$ cat config.mk
export PLATFORM = sky130hd
export DESIGN_NAME = cpu64_l1_line_xfer
export DESIGN_NICKNAME = d
export VERILOG_FILES = /design/src/rtl/cpu64_l1_line_xfer.sv
export SDC_FILE = /design/constraint.sdc
export NUM_CORES = 1
export LEC_CHECK = 0
export ABC_CLOCK_PERIOD_IN_PS = 2200
export BUFFER_PORTS_ARGS = -buffer_cell sky130_fd_sc_hd__buf_4
export CAP_MARGIN = 20
export CORE_AREA = 2 2 302 304
export CTS_CLUSTER_DIAMETER = 60
export DETAILED_ROUTE_END_ITERATION = 12
export DIE_AREA = 0 0 304 306
export PLACE_DENSITY = 0.47
export SLEW_MARGIN = 20
export SYNTH_ARGS = -nofsm -noshare
export SYNTH_HDL_FRONTEND = slang
export SYNTH_SLANG_ARGS = --single-unit
$ cat constraint.sdc
create_clock -name clk_i -period 2.2 [get_ports clk_i]
set_input_delay 0.22 -clock clk_i [delete_from_list [all_inputs] [get_ports clk_i]]
set_output_delay 0.22 -clock clk_i [all_outputs]
set_load 0.1 [all_outputs]
$ cat src/rtl/cpu64_l1_line_xfer.sv
`timescale 1ns/1ps
`default_nettype none
// ============================================================================
// Module      : cpu64_l1_line_xfer
// Description : Line-transfer engine between the L1 cache controller and a
//               64-bit beat memory port (req/gnt/rvalid, in-order reads).
//               One accepted command (refill or writeback) is split into
//               LINE_BEATS consecutive 8-byte beat requests; refill data is
//               gathered into a line buffer and completion is signalled by a
//               single-cycle done pulse.
// Ports       : clk_i, rst_ni          - clock / async active-low reset
//               cmd_valid_i/ready_o    - line command handshake
//               cmd_write_i            - 1 = writeback, 0 = refill
//               cmd_addr_i             - line address (offset bits ignored)
//               cmd_wline_i            - writeback line, beat 0 in [63:0]
//               done_o                 - one-cycle completion pulse
//               rline_o                - refill line, beat 0 in [63:0]
//               mem_req_o/we_o/be_o/addr_o/wdata_o - beat request side
//               mem_gnt_i/rvalid_i/rdata_i         - beat response side
// Revision    : 1.0 - initial release
// ============================================================================
module cpu64_l1_line_xfer #(
    parameter int LINE_BEATS = 4,
    parameter int ADDR_W     = 64
) (
    input  logic                     clk_i,
    input  logic                     rst_ni,
    input  logic                     cmd_valid_i,
    output logic                     cmd_ready_o,
    input  logic                     cmd_write_i,
    input  logic [ADDR_W-1:0]        cmd_addr_i,
    input  logic [64*LINE_BEATS-1:0] cmd_wline_i,
    output logic                     done_o,
    output logic [64*LINE_BEATS-1:0] rline_o,
    output logic                     mem_req_o,
    output logic                     mem_we_o,
    output logic [7:0]               mem_be_o,
    output logic [ADDR_W-1:0]        mem_addr_o,
    output logic [63:0]              mem_wdata_o,
    input  logic                     mem_gnt_i,
    input  logic                     mem_rvalid_i,
    input  logic [63:0]              mem_rdata_i
);

    localparam int c_IDX_W  = $clog2(LINE_BEATS);
    localparam int c_CNT_W  = c_IDX_W + 1;
    localparam int c_OFF_W  = c_IDX_W + 3;
    localparam int c_LINE_W = 64 * LINE_BEATS;
    localparam logic [c_CNT_W-1:0] c_BEATS = c_CNT_W'(LINE_BEATS);
    localparam logic [c_CNT_W-1:0] c_LAST  = c_CNT_W'(LINE_BEATS - 1);

    typedef enum logic [1:0] {
        S_IDLE = 2'd0,
        S_WR   = 2'd1,
        S_RD   = 2'd2,
        S_DONE = 2'd3
    } state_t;

    state_t                r_state;
    state_t                w_state_nxt;
    logic [ADDR_W-1:0]     r_base;
    logic [c_LINE_W-1:0]   r_wline;
    logic [c_LINE_W-1:0]   r_rline;
    logic [c_CNT_W-1:0]    r_issue_cnt;
    logic [c_CNT_W-1:0]    r_recv_cnt;

    logic                  w_accept;
    logic                  w_issue_pend;
    logic                  w_issue_fire;
    logic                  w_recv_fire;
    logic [c_IDX_W-1:0]    w_issue_idx;
    logic [c_IDX_W-1:0]    w_recv_idx;
    logic [ADDR_W-1:0]     w_beat_addr;
    logic                  w_unused_addr_bits;

    // Offset bits of the command address are discarded by line alignment.
    assign w_unused_addr_bits = ^cmd_addr_i[c_OFF_W-1:0];

    assign w_accept    = (r_state == S_IDLE) && cmd_valid_i;
    assign w_issue_idx = r_issue_cnt[c_IDX_W-1:0];
    assign w_recv_idx  = r_recv_cnt[c_IDX_W-1:0];
    // Beat address wraps naturally at ADDR_W bits.
    assign w_beat_addr = r_base + ADDR_W'({w_issue_idx, 3'b000});

    // A refill keeps issuing until all beats are granted, independently of
    // how many read beats have come back so far.
    assign w_issue_pend = (r_state == S_WR) ||
                          ((r_state == S_RD) && (r_issue_cnt < c_BEATS));
    assign w_issue_fire = w_issue_pend && mem_gnt_i;
    assign w_recv_fire  = (r_state == S_RD) && mem_rvalid_i;

    // ------------------------------------------------------------------
    // Next-state and output decode
    // ------------------------------------------------------------------
    always_comb begin
        w_state_nxt = r_state;
        cmd_ready_o = 1'b0;
        done_o      = 1'b0;
        mem_req_o   = 1'b0;
        mem_we_o    = 1'b0;
        mem_be_o    = 8'h00;
        mem_addr_o  = '0;
        mem_wdata_o = 64'h0;

        case (r_state)
            S_IDLE: begin
                cmd_ready_o = 1'b1;
                if (cmd_valid_i) begin
                    w_state_nxt = cmd_write_i ? S_WR : S_RD;
                end
            end
            S_WR: begin
                if (w_issue_fire && (r_issue_cnt == c_LAST)) begin
                    w_state_nxt = S_DONE;
                end
            end
            S_RD: begin
                // Completion is driven by the last returned beat, not the
                // last grant.
                if (w_recv_fire && (r_recv_cnt == c_LAST)) begin
                    w_state_nxt = S_DONE;
                end
            end
            S_DONE: begin
                done_o      = 1'b1;
                w_state_nxt = S_IDLE;
            end
            default: begin
                w_state_nxt = S_IDLE;
            end
        endcase

        if (w_issue_pend) begin
            mem_req_o  = 1'b1;
            mem_be_o   = 8'hFF;
            mem_addr_o = w_beat_addr;
            if (r_state == S_WR) begin
                mem_we_o    = 1'b1;
                mem_wdata_o = r_wline[w_issue_idx*64 +: 64];
            end
        end
    end

    // ------------------------------------------------------------------
    // State and datapath registers
    // ------------------------------------------------------------------
    always_ff @(posedge clk_i or negedge rst_ni) begin
        if (!rst_ni) begin
            r_state     <= S_IDLE;
            r_base      <= '0;
            r_wline     <= '0;
            r_rline     <= '0;
            r_issue_cnt <= '0;
            r_recv_cnt  <= '0;
        end else begin
            r_state <= w_state_nxt;
            if (w_accept) begin
                r_base      <= {cmd_addr_i[ADDR_W-1:c_OFF_W], c_OFF_W'(0)};
                r_wline     <= cmd_wline_i;
                r_issue_cnt <= '0;
                r_recv_cnt  <= '0;
            end else begin
                if (w_issue_fire) begin
                    r_issue_cnt <= r_issue_cnt + c_CNT_W'(1);
                end
                if (w_recv_fire) begin
                    r_rline[w_recv_idx*64 +: 64] <= mem_rdata_i;
                    r_recv_cnt                   <= r_recv_cnt + c_CNT_W'(1);
                end
            end
        end
    end

    assign rline_o = r_rline;

endmodule
`default_nettype wire

* Word-level counts from Yosys, hierarchy flattened *
Index checks and enable logic that the tools add are counted.
Widths: inputs -> output; s select.

word-level totals
  register bits after elaboration = 579
  input bits = 390
  output and inout bits = 396
  logic and storage cells = 54

operators by class
  add/subtract/negate cells = 4
  magnitude comparators = 1
  equality and inequality tests = 8
  shift-type cells = 3
  mux-type cells = 19
  bitwise operators = 1
  reductions and logical operators = 12

operators by type and width
  cell                       number
  $bwmux 256                 1
  $shift 64x34->256 const A  1
  $shiftx 256x9->64          1
  $shiftx 64x34->256         1
  $mux 64                    3
  $add 64x5->64              1
  $neg 8->34                 1
  $mux 3                     4
  $mux 2                     4
  $mux 8                     1
  $pmux 2 s4                 1
  $add 3x1->3 const B        2
  $eq 3x2->1 const B         2
  $logic_and 1x1->1          6
  $mux 1                     5
  $eq 2x2->1 const B         2
  $ne 2x2->1 const B         2
  $reduce_bool 2->1          2
  $lt 3x3->1 const B         1
  $reduce_and 3->1           1
  $eq 2x1->1 const B         1
  $logic_not 2->1            1
  $ne 2x1->1 const B         1
  $reduce_and 2->1           1
  other kinds (2)            2

* Depth between registers and ports, before layout *
Gate-level depths: netlist of run 1.

  depth in word-level cells = 7
  mapped depth = 8
  depth with buffers taken out = 5

* Least setup slack after synthesis of run 1 *
OpenSTA, ideal clock, no wires.

  kind = register to output
  from = reg r_state[1]
  to = out mem_addr_o[10]
  arrival time = 3.252 ns
  data required time = 1.980 ns
  setup slack = -1.272 ns
  stages on the path, launching flop included = 6
  path buffers = 1
  cell sequence = dfrtp_1 > inv_1 > ha_1 > nor2_1 > clkbuf_1 > nor2b_1

on the way
  word-level cells in the longest chain between the ends = 4
  elaborated cells on any way between the ends = 5
  classes of those cells = eq/ne: 2; mux: 1; reduce/logical: 2

RTL lines
  what                      RTL line  source
  start: declaration        59        state_t r_state;
  start signal: assignment  156       r_state <= w_state_nxt;
  $eq 2x2->1                88        ((r_state == S_RD) && (r_issue_cnt < c_BEATS));
  $logic_and 1x1->1         88
  $logic_or 1x1->1 *        87        assign w_issue_pend = (r_state == S_WR) ||
  $mux 64 *                 133       if (w_issue_pend) begin
  end: declaration          38        output logic [ADDR_W-1:0] mem_addr_o,

Every way passes the cells marked *; elsewhere a longest branch is shown, timed or not.

* Worst setup path after layout of run 1 *
  from = reg r_issue_cnt[0]
  to = out mem_wdata_o[63]

on the way
  word-level cells in the longest chain between the ends = 4
  elaborated cells on any way between the ends = 6
  classes of those cells = order compare: 1; shift: 1; mux: 2; reduce/logical: 2

RTL lines
  what                                                       RTL line  source
  start: declaration                                         64        logic [c_CNT_W-1:0] r_issue_cnt;
  start signal: assignment                                   164       r_issue_cnt <= r_issue_cnt + c_CNT_W'(1);
  branches (longest 3 deep; another with $shiftx 256x9->64)  --
  $mux 64 *                                                  133
  end: declaration                                           39        output logic [63:0] mem_wdata_o,

Mark *: on every way between the ends.

==> run_results.csv, run 1 <==
group,metric,value,unit
worst_setup_path,critPathCaptureType,"primary output",
worst_setup_path,cp_max_fo,7,
finish,fin_nets,4295,
cts,clkTransAtPathRegs,0.06,ns
worst_setup_path,cp.arrival,2.31,ns
logic_synthesis,yosysUniqueCellTypes,27,
cts,cts_root_buf,"clkbuf_16",
cts,cts_max_level,3,
min_path,hold_class,"in2reg",
finish,fillerInstances,8359,
finish,layout-drive-gt1-share,30.8,%
finish,final_core_util,48.0,%
worst_setup_path,reg2reg_to,"r_base[8]$_DFFE_PN0N_",
route,drt-met1-wl,41600,microns
floorplanning,start_util,29.2,%
cts,clk_path_buf_depth,3,
floorplanning,coreArea,89600,sq um
placed_design,hpwl,71000,microns
logic_synthesis,syn_avg_cell_area,9.66,sq um
grt,grt_pass1_vias,23700,
logic_synthesis,yosys_register_bits,579,
route,num_vias,22600,
min_path,holdPathStages,4,
route,drt_pass1_iterations,5,
logic_synthesis,synth_area,26100,sq um
route,wl_met3,4890,microns
cts,clock_sinks,579,
grt,grt_overflow,0,
sta,report.final.slew_viol_count,0,
sta,worst_slew_pin_slew,0.539,ns
worst_setup_path,slowest_stage,"mux4_2",
status,violations,"negative setup slack",
cts,cts_tree,"built",
worst_setup_path,setup.worst_path.class,"reg2out",
placed_design,place_congestion,0.828,
worst_setup_path,slowest_delay,0.55,ns
floorplanning,pin_count,786,
sta,worst_slack,-0.332,ns
route,wire_per_inst,20.3,microns
run,maxCapViolations,0,
route,drtIter0Drc,1258,
min_path,hold_start,"cmd_valid_i",
grt,antenna_found_initial,7,
logic_synthesis,synth_area_leaders,"dfrtp_1 55%, nand2_1 17%, mux2i_1 10%, mux4_2 5.5%, inv_1 3.8%",
worst_setup_path,crit_chain,"buf_8 -> buf_16 -> mux4_2 -> and2_4 -> buf_12",
cts,clk_latency,0.63,ns
placed_design,place.port_buffers,777,
worst_setup_path,r2r-start,"r_state[0]$_DFFE_PN0P_",
cts,numCtsBuffers,76,
floorplanning,die_h,306,microns
logic_synthesis,yosysTopAreaCellShare,55.4,%
route,routed_wl,104000,microns
worst_setup_path,critPathRequiredTime,1.98,ns
route,drc,0,
sta,min_period,2.53,ns
sta,slew_headroom,64.1,%
sta,fmax,0.395,GHz
placed_design,place_area,34000,sq um
sta,setup_violations,133,
finish,final_cell_area,43000,sq um
grt,grt_use_total,21.8,%
route,vias_per_cell,4.42,
status,status,"finished, violations left",
route,ant_nets,0,
grt,grt_max_degree,111,
route,wl_met2,53700,microns
sta,rsz0062_at_grt,"true",
logic_synthesis,syn_inst,2707,
route,top_layer,"met5",
worst_setup_path,rrSetupSlack,0.09,ns
floorplanning,die_x,304,microns
finish,stdcell_count,5125,
grt,grt_pass1_wl,154000,microns
sta,hold_viol_final,0,
logic_synthesis,synth_top_cell_by_area,"dfrtp_1",
finish,syn2layout_area_growth,64.6,%
logic_synthesis,ys_seq_area_share,55.4,%
floorplanning,row_count,110,
sta,skew,0.0258,ns
sta,finalCritPeriodShare,115,%
worst_setup_path,crit_path_start_kind,"register",
placed_design,post-place-cells,4563,
logic_synthesis,yosysWarnings,0,
min_path,hold_end,"r_wline[55]$_DFFE_PN0N_",
floorplanning,fp.dieArea,93000,sq um
worst_setup_path,r2r_cells,9,
-- through the flow --
stage / hold WS (ns) / setup TNS [ns] / worst slack, ns
floorplan: -0.0756 / -8.65 / -0.264
global placement: 0.190 / 0 / 0.139
detailed placement: 0.192 / 0 / 0.119
CTS: 0.0149 / -37.46 / -0.415
global route: 0.0432 / -42.92 / -0.418
finish: 0.0664 / -30.58 / -0.332
-- registers in the layout (all words and copies together) (netlist names) --
name	flops
r_issue_cnt	3
r_recv_cnt	3
rline_o	256
r_state	2
r_wline	256
r_base	59
-- critical path: cells and delay by family (launching register included) --
kind,cells,cell delay (ns)
multiplexers,1,0.55
flip-flops,1,0.49
buffers and inverters,3,0.46
AND/OR/NAND/NOR,1,0.17
-- cells in the mapped netlist (all sizes together) --
master,n
nand2b,1
and3b,1
o21ai,1
mux2i,262
buf,89
ha,13
clkbuf,78
dfrtp,579
and2,66
a222oi,1
xnor2,1
o21a,1
nor2,5
nor3b,3
nand2,1208
mux4,64
a21o,1
inv,264
a211oi,2
nand3,1
nor2b,62
and3,3
conb,1
-- worst max-delay path by stage --
stage | from | endpoint | slack, ns | cells after the start
after floorplan | r_state[1]$_DFFE_PN0P_ | mem_be_o[0] | -0.26 | 6
after global placement | r_state[0]$_DFFE_PN0P_ | mem_addr_o[7] | 0.14 | 8
after detailed placement | r_state[0]$_DFFE_PN0P_ | mem_addr_o[6] | 0.12 | 8
after CTS | r_issue_cnt[0]$_DFFE_PN0P_ | mem_wdata_o[29] | -0.41 | 5
after global routing | r_issue_cnt[0]$_DFFE_PN0P_ | mem_wdata_o[62] | -0.42 | 4
final | r_issue_cnt[0]$_DFFE_PN0P_ | mem_wdata_o[63] | -0.33 | 5
-- metal layers --
metal  global-route usage, %  vias up
met5                       0        -
met1                    26.1    11100
met3                    4.44      184
met2                    38.7      601
li1                        -    10700
met4                    7.81       14
-- area by class of cell --
| type | count | area, sq um | area share, % |
|---|---|---|---|
| Sequential cell | 579 | 14500 | 33.7 |
| Timing Repair Buffer | 1271 | 13100 | 30.5 |
| Multi-Input combinational cell | 1699 | 10400 | 24.2 |
| Clock buffer | 113 | 2250 | 5.24 |
| Tap cell | 1176 | 1470 | 3.42 |
| Inverter | 264 | 995 | 2.31 |
| Clock inverter | 21 | 264 | 0.613 |
| Timing Repair inverter | 1 | 7.51 | 0.0174 |
| Antenna cell | 1 | 2.50 | 0.00581 |
-- kinds of logic (layout without fill, tap and decap cells) --
| logic type | count (synthesis) | after routing | synth area share (%) |
|---|---|---|---|
| simple gates | 1350 | 1350 | 20.7 |
| flops | 579 | 579 | 55.4 |
| buf+inv | 431 | 1670 | 7.48 |
| mux | 326 | 326 | 15.5 |
| fa+ha+maj | 13 | 13 | 0.622 |
| compound gates | 6 | 6 | 0.172 |
| other cells | 1 | 4 | 0.0143 |
| xor+xnor | 1 | 1 | 0.0335 |
-- what timing repair did --
item,4_1_cts,5_1_grt
hold buffers,382,0
pin swaps,1,19
endpoints found under the setup margin,135,135
cloned,10,4
endpoints found under the hold margin,986,0
gates resized for setup,382,150
buffers inserted,27,11
-- cell usage in the layout, fill, tap and decap left out, types with 18 or more instances in the layout --
cell              n
and2_4           60
buf_12          176
buf_4           673
clkbuf_1         18
clkbuf_16        81
dfrtp_1         577
dlygate4sd3_1   382
inv_1           261
mux2i_1         262
mux4_2           64
nand2_1        1207
nor2b_4          62
Power of run 1 is not shown: default switching activity piles up to over one toggle a cycle in this logic, so the estimate is an artifact.
==> run 2, diff against run 1 <==
--- a/config.mk
+++ b/config.mk
@@ -5,7 +5,7 @@
 export SDC_FILE = /design/constraint.sdc
 export NUM_CORES = 1
 export LEC_CHECK = 0
-export ABC_CLOCK_PERIOD_IN_PS = 2200
+export ABC_CLOCK_PERIOD_IN_PS = 2750
 export BUFFER_PORTS_ARGS = -buffer_cell sky130_fd_sc_hd__buf_4
 export CAP_MARGIN = 20
 export CORE_AREA = 2 2 302 304
@@ -13,7 +13,6 @@
 export DETAILED_ROUTE_END_ITERATION = 12
 export DIE_AREA = 0 0 304 306
 export PLACE_DENSITY = 0.47
-export SLEW_MARGIN = 20
 export SYNTH_ARGS = -nofsm -noshare
 export SYNTH_HDL_FRONTEND = slang
 export SYNTH_SLANG_ARGS = --single-unit
==> constraint.sdc (replaced) <==
create_clock -name clk_i -period 2.75 [get_ports clk_i]
set_input_delay 0.275 -clock clk_i [delete_from_list [all_inputs] [get_ports clk_i]]
set_output_delay 0.275 -clock clk_i [all_outputs]
set_load 0.1 [all_outputs]
==> run_results.csv, run 2 (synthesis gave the netlist of run 1 again) <==
group,metric,value,unit
floorplanning,fp.dieArea,93000,sq um
status,status,"complete, no violations",
min_path,hold_start,"mem_rvalid_i",
finish,fin_nets,4272,
min_path,hold_class,"in2reg",
grt,grt_use_total,20.8,%
route,vias_per_cell,4.34,
floorplanning,coreArea,89600,sq um
min_path,holdPathStages,4,
worst_setup_path,rrSetupSlack,0.59,ns
floorplanning,row_count,110,
worst_setup_path,cp_max_fo,10,
floorplanning,die_h,306,microns
sta,skew,0.0409,ns
finish,layout-drive-gt1-share,28.8,%
route,routed_wl,99300,microns
worst_setup_path,cp.arrival,2.39,ns
worst_setup_path,setup.worst_path.class,"reg2out",
cts,clk_latency,0.62,ns
route,ant_nets,0,
route,num_vias,22200,
cts,numCtsBuffers,73,
grt,antenna_found_initial,10,
sta,finalCritPeriodShare,97.0,%
sta,hold_slack,0.127,ns
sta,min_period,2.67,ns
sta,rsz0062_at_grt,"true",
placed_design,hpwl,69700,microns
sta,slew_headroom,59.0,%
finish,syn2layout_area_growth,54.8,%
sta,setup_violations,0,
cts,cts_max_level,3,
route,drc,0,
sta,report.final.slew_viol_count,0,
cts,clk_path_buf_depth,3,
sta,fmax,0.375,GHz
floorplanning,pin_count,786,
run,maxCapViolations,0,
worst_setup_path,r2r-start,"r_state[0]$_DFFE_PN0P_",
finish,layout_commonest_cell,"nand2_1",
floorplanning,die_x,304,microns
sta,hold_viol_final,0,
worst_setup_path,crit_path_start_kind,"register",
finish,final_cell_mix,"1207 x nand2_1, 783 x buf_4, 577 x dfrtp_1, 382 x dlygate4sd3_1",
route,drtIter0Drc,1206,
floorplanning,start_util,29.2,%
route,drt_pass1_iterations,5,
cts,cts_tree,"built",
placed_design,place_congestion,0.825,
route,wire_per_inst,19.4,microns
grt,grt_max_degree,94,
sta,worst_slew_pin_slew,0.615,ns
cts,clock_sinks,579,
grt,grt_pass1_vias,23300,
placed_design,place.port_buffers,777,
grt,grt_pass1_wl,149000,microns
worst_setup_path,critPathCaptureType,"primary output",
min_path,hold_end,"r_state[1]$_DFFE_PN0P_",
worst_setup_path,reg2reg_to,"rline_o[15]$_DFFE_PN0P_",
cts,cts_root_buf,"clkbuf_16",
grt,grt_overflow,0,
worst_setup_path,r2r_cells,6,
cts,clkTransAtPathRegs,0.06,ns
worst_setup_path,critPathRequiredTime,2.48,ns
-- run 2: worst max-delay path, stage by stage, from the launching register on --
cell,delay (ns)
dfrtp_4,0.59
buf_4,0.22
mux4_2,0.49
and2_1,0.22
buf_4,0.25
-- run 2: what timing repair did --
item / CTS / global route
gates cloned: 0 / 2
hold buffers: 382 / 0
endpoints found under the hold margin: 610 / 0
pin swaps: 0 / 1
setup endpoints to repair: 72 / 76
setup buffers: 4 / 14
gates resized for setup: 16 / 49
-- run 2: per-stage QoR --
stage               setup WS [ns]  util [%]  area [sq um]  cells  TNS (ns)
floorplan                  -0.103         -         26300   2709    -0.207
global placement            0.449      37.7         33800   4568         0
detailed placement          0.443      37.7         33800   4568         0
CTS                       -0.0386      44.8         40100   5085    -0.343
global route              -0.0216      45.2         40500   5108   -0.0707
finish                     0.0831      45.2         40500   5108         0
-- run 2: area by class of cell --
class	count	area [sq um]
diodes	7	17.5
inverters	264	995
fillers	8563	49100
repair buffers	1251	11100
clock buffers	101	2100
clock inverters	30	333
repair inverters	1	7.51
well taps	1176	1470
flip-flops and latches	579	14500
multi-input cells	1699	9930
-- run 2: how the worst max path moves through the flow --
stage	from	endpoint	slack, ns
final	r_issue_cnt[0]$_DFFE_PN0P_	mem_wdata_o[36]	0.08
after global routing	r_issue_cnt[0]$_DFFE_PN0P_	mem_wdata_o[29]	-0.02
after CTS	r_state[0]$_DFFE_PN0P_	mem_req_o	-0.04
after detailed placement	r_issue_cnt[0]$_DFFE_PN0P_	mem_wdata_o[10]	0.44
after global placement	r_issue_cnt[0]$_DFFE_PN0P_	mem_wdata_o[10]	0.45
after floorplan	r_state[1]$_DFFE_PN0P_	mem_addr_o[3]	-0.10
-- run 2: metal layers --
| layer | part of all wire, % | up-vias | track usage, % |
|---|---|---|---|
| li1 | - | 10600 | - |
| met1 | 40 | 10700 | 25.2 |
| met5 | 0.027 | - | 0 |
| met3 | 4.7 | 176 | 3.86 |
| met4 | 4.0 | 4 | 8.69 |
| met2 | 51 | 644 | 36.4 |
Power of run 2 is left out for the same reason.
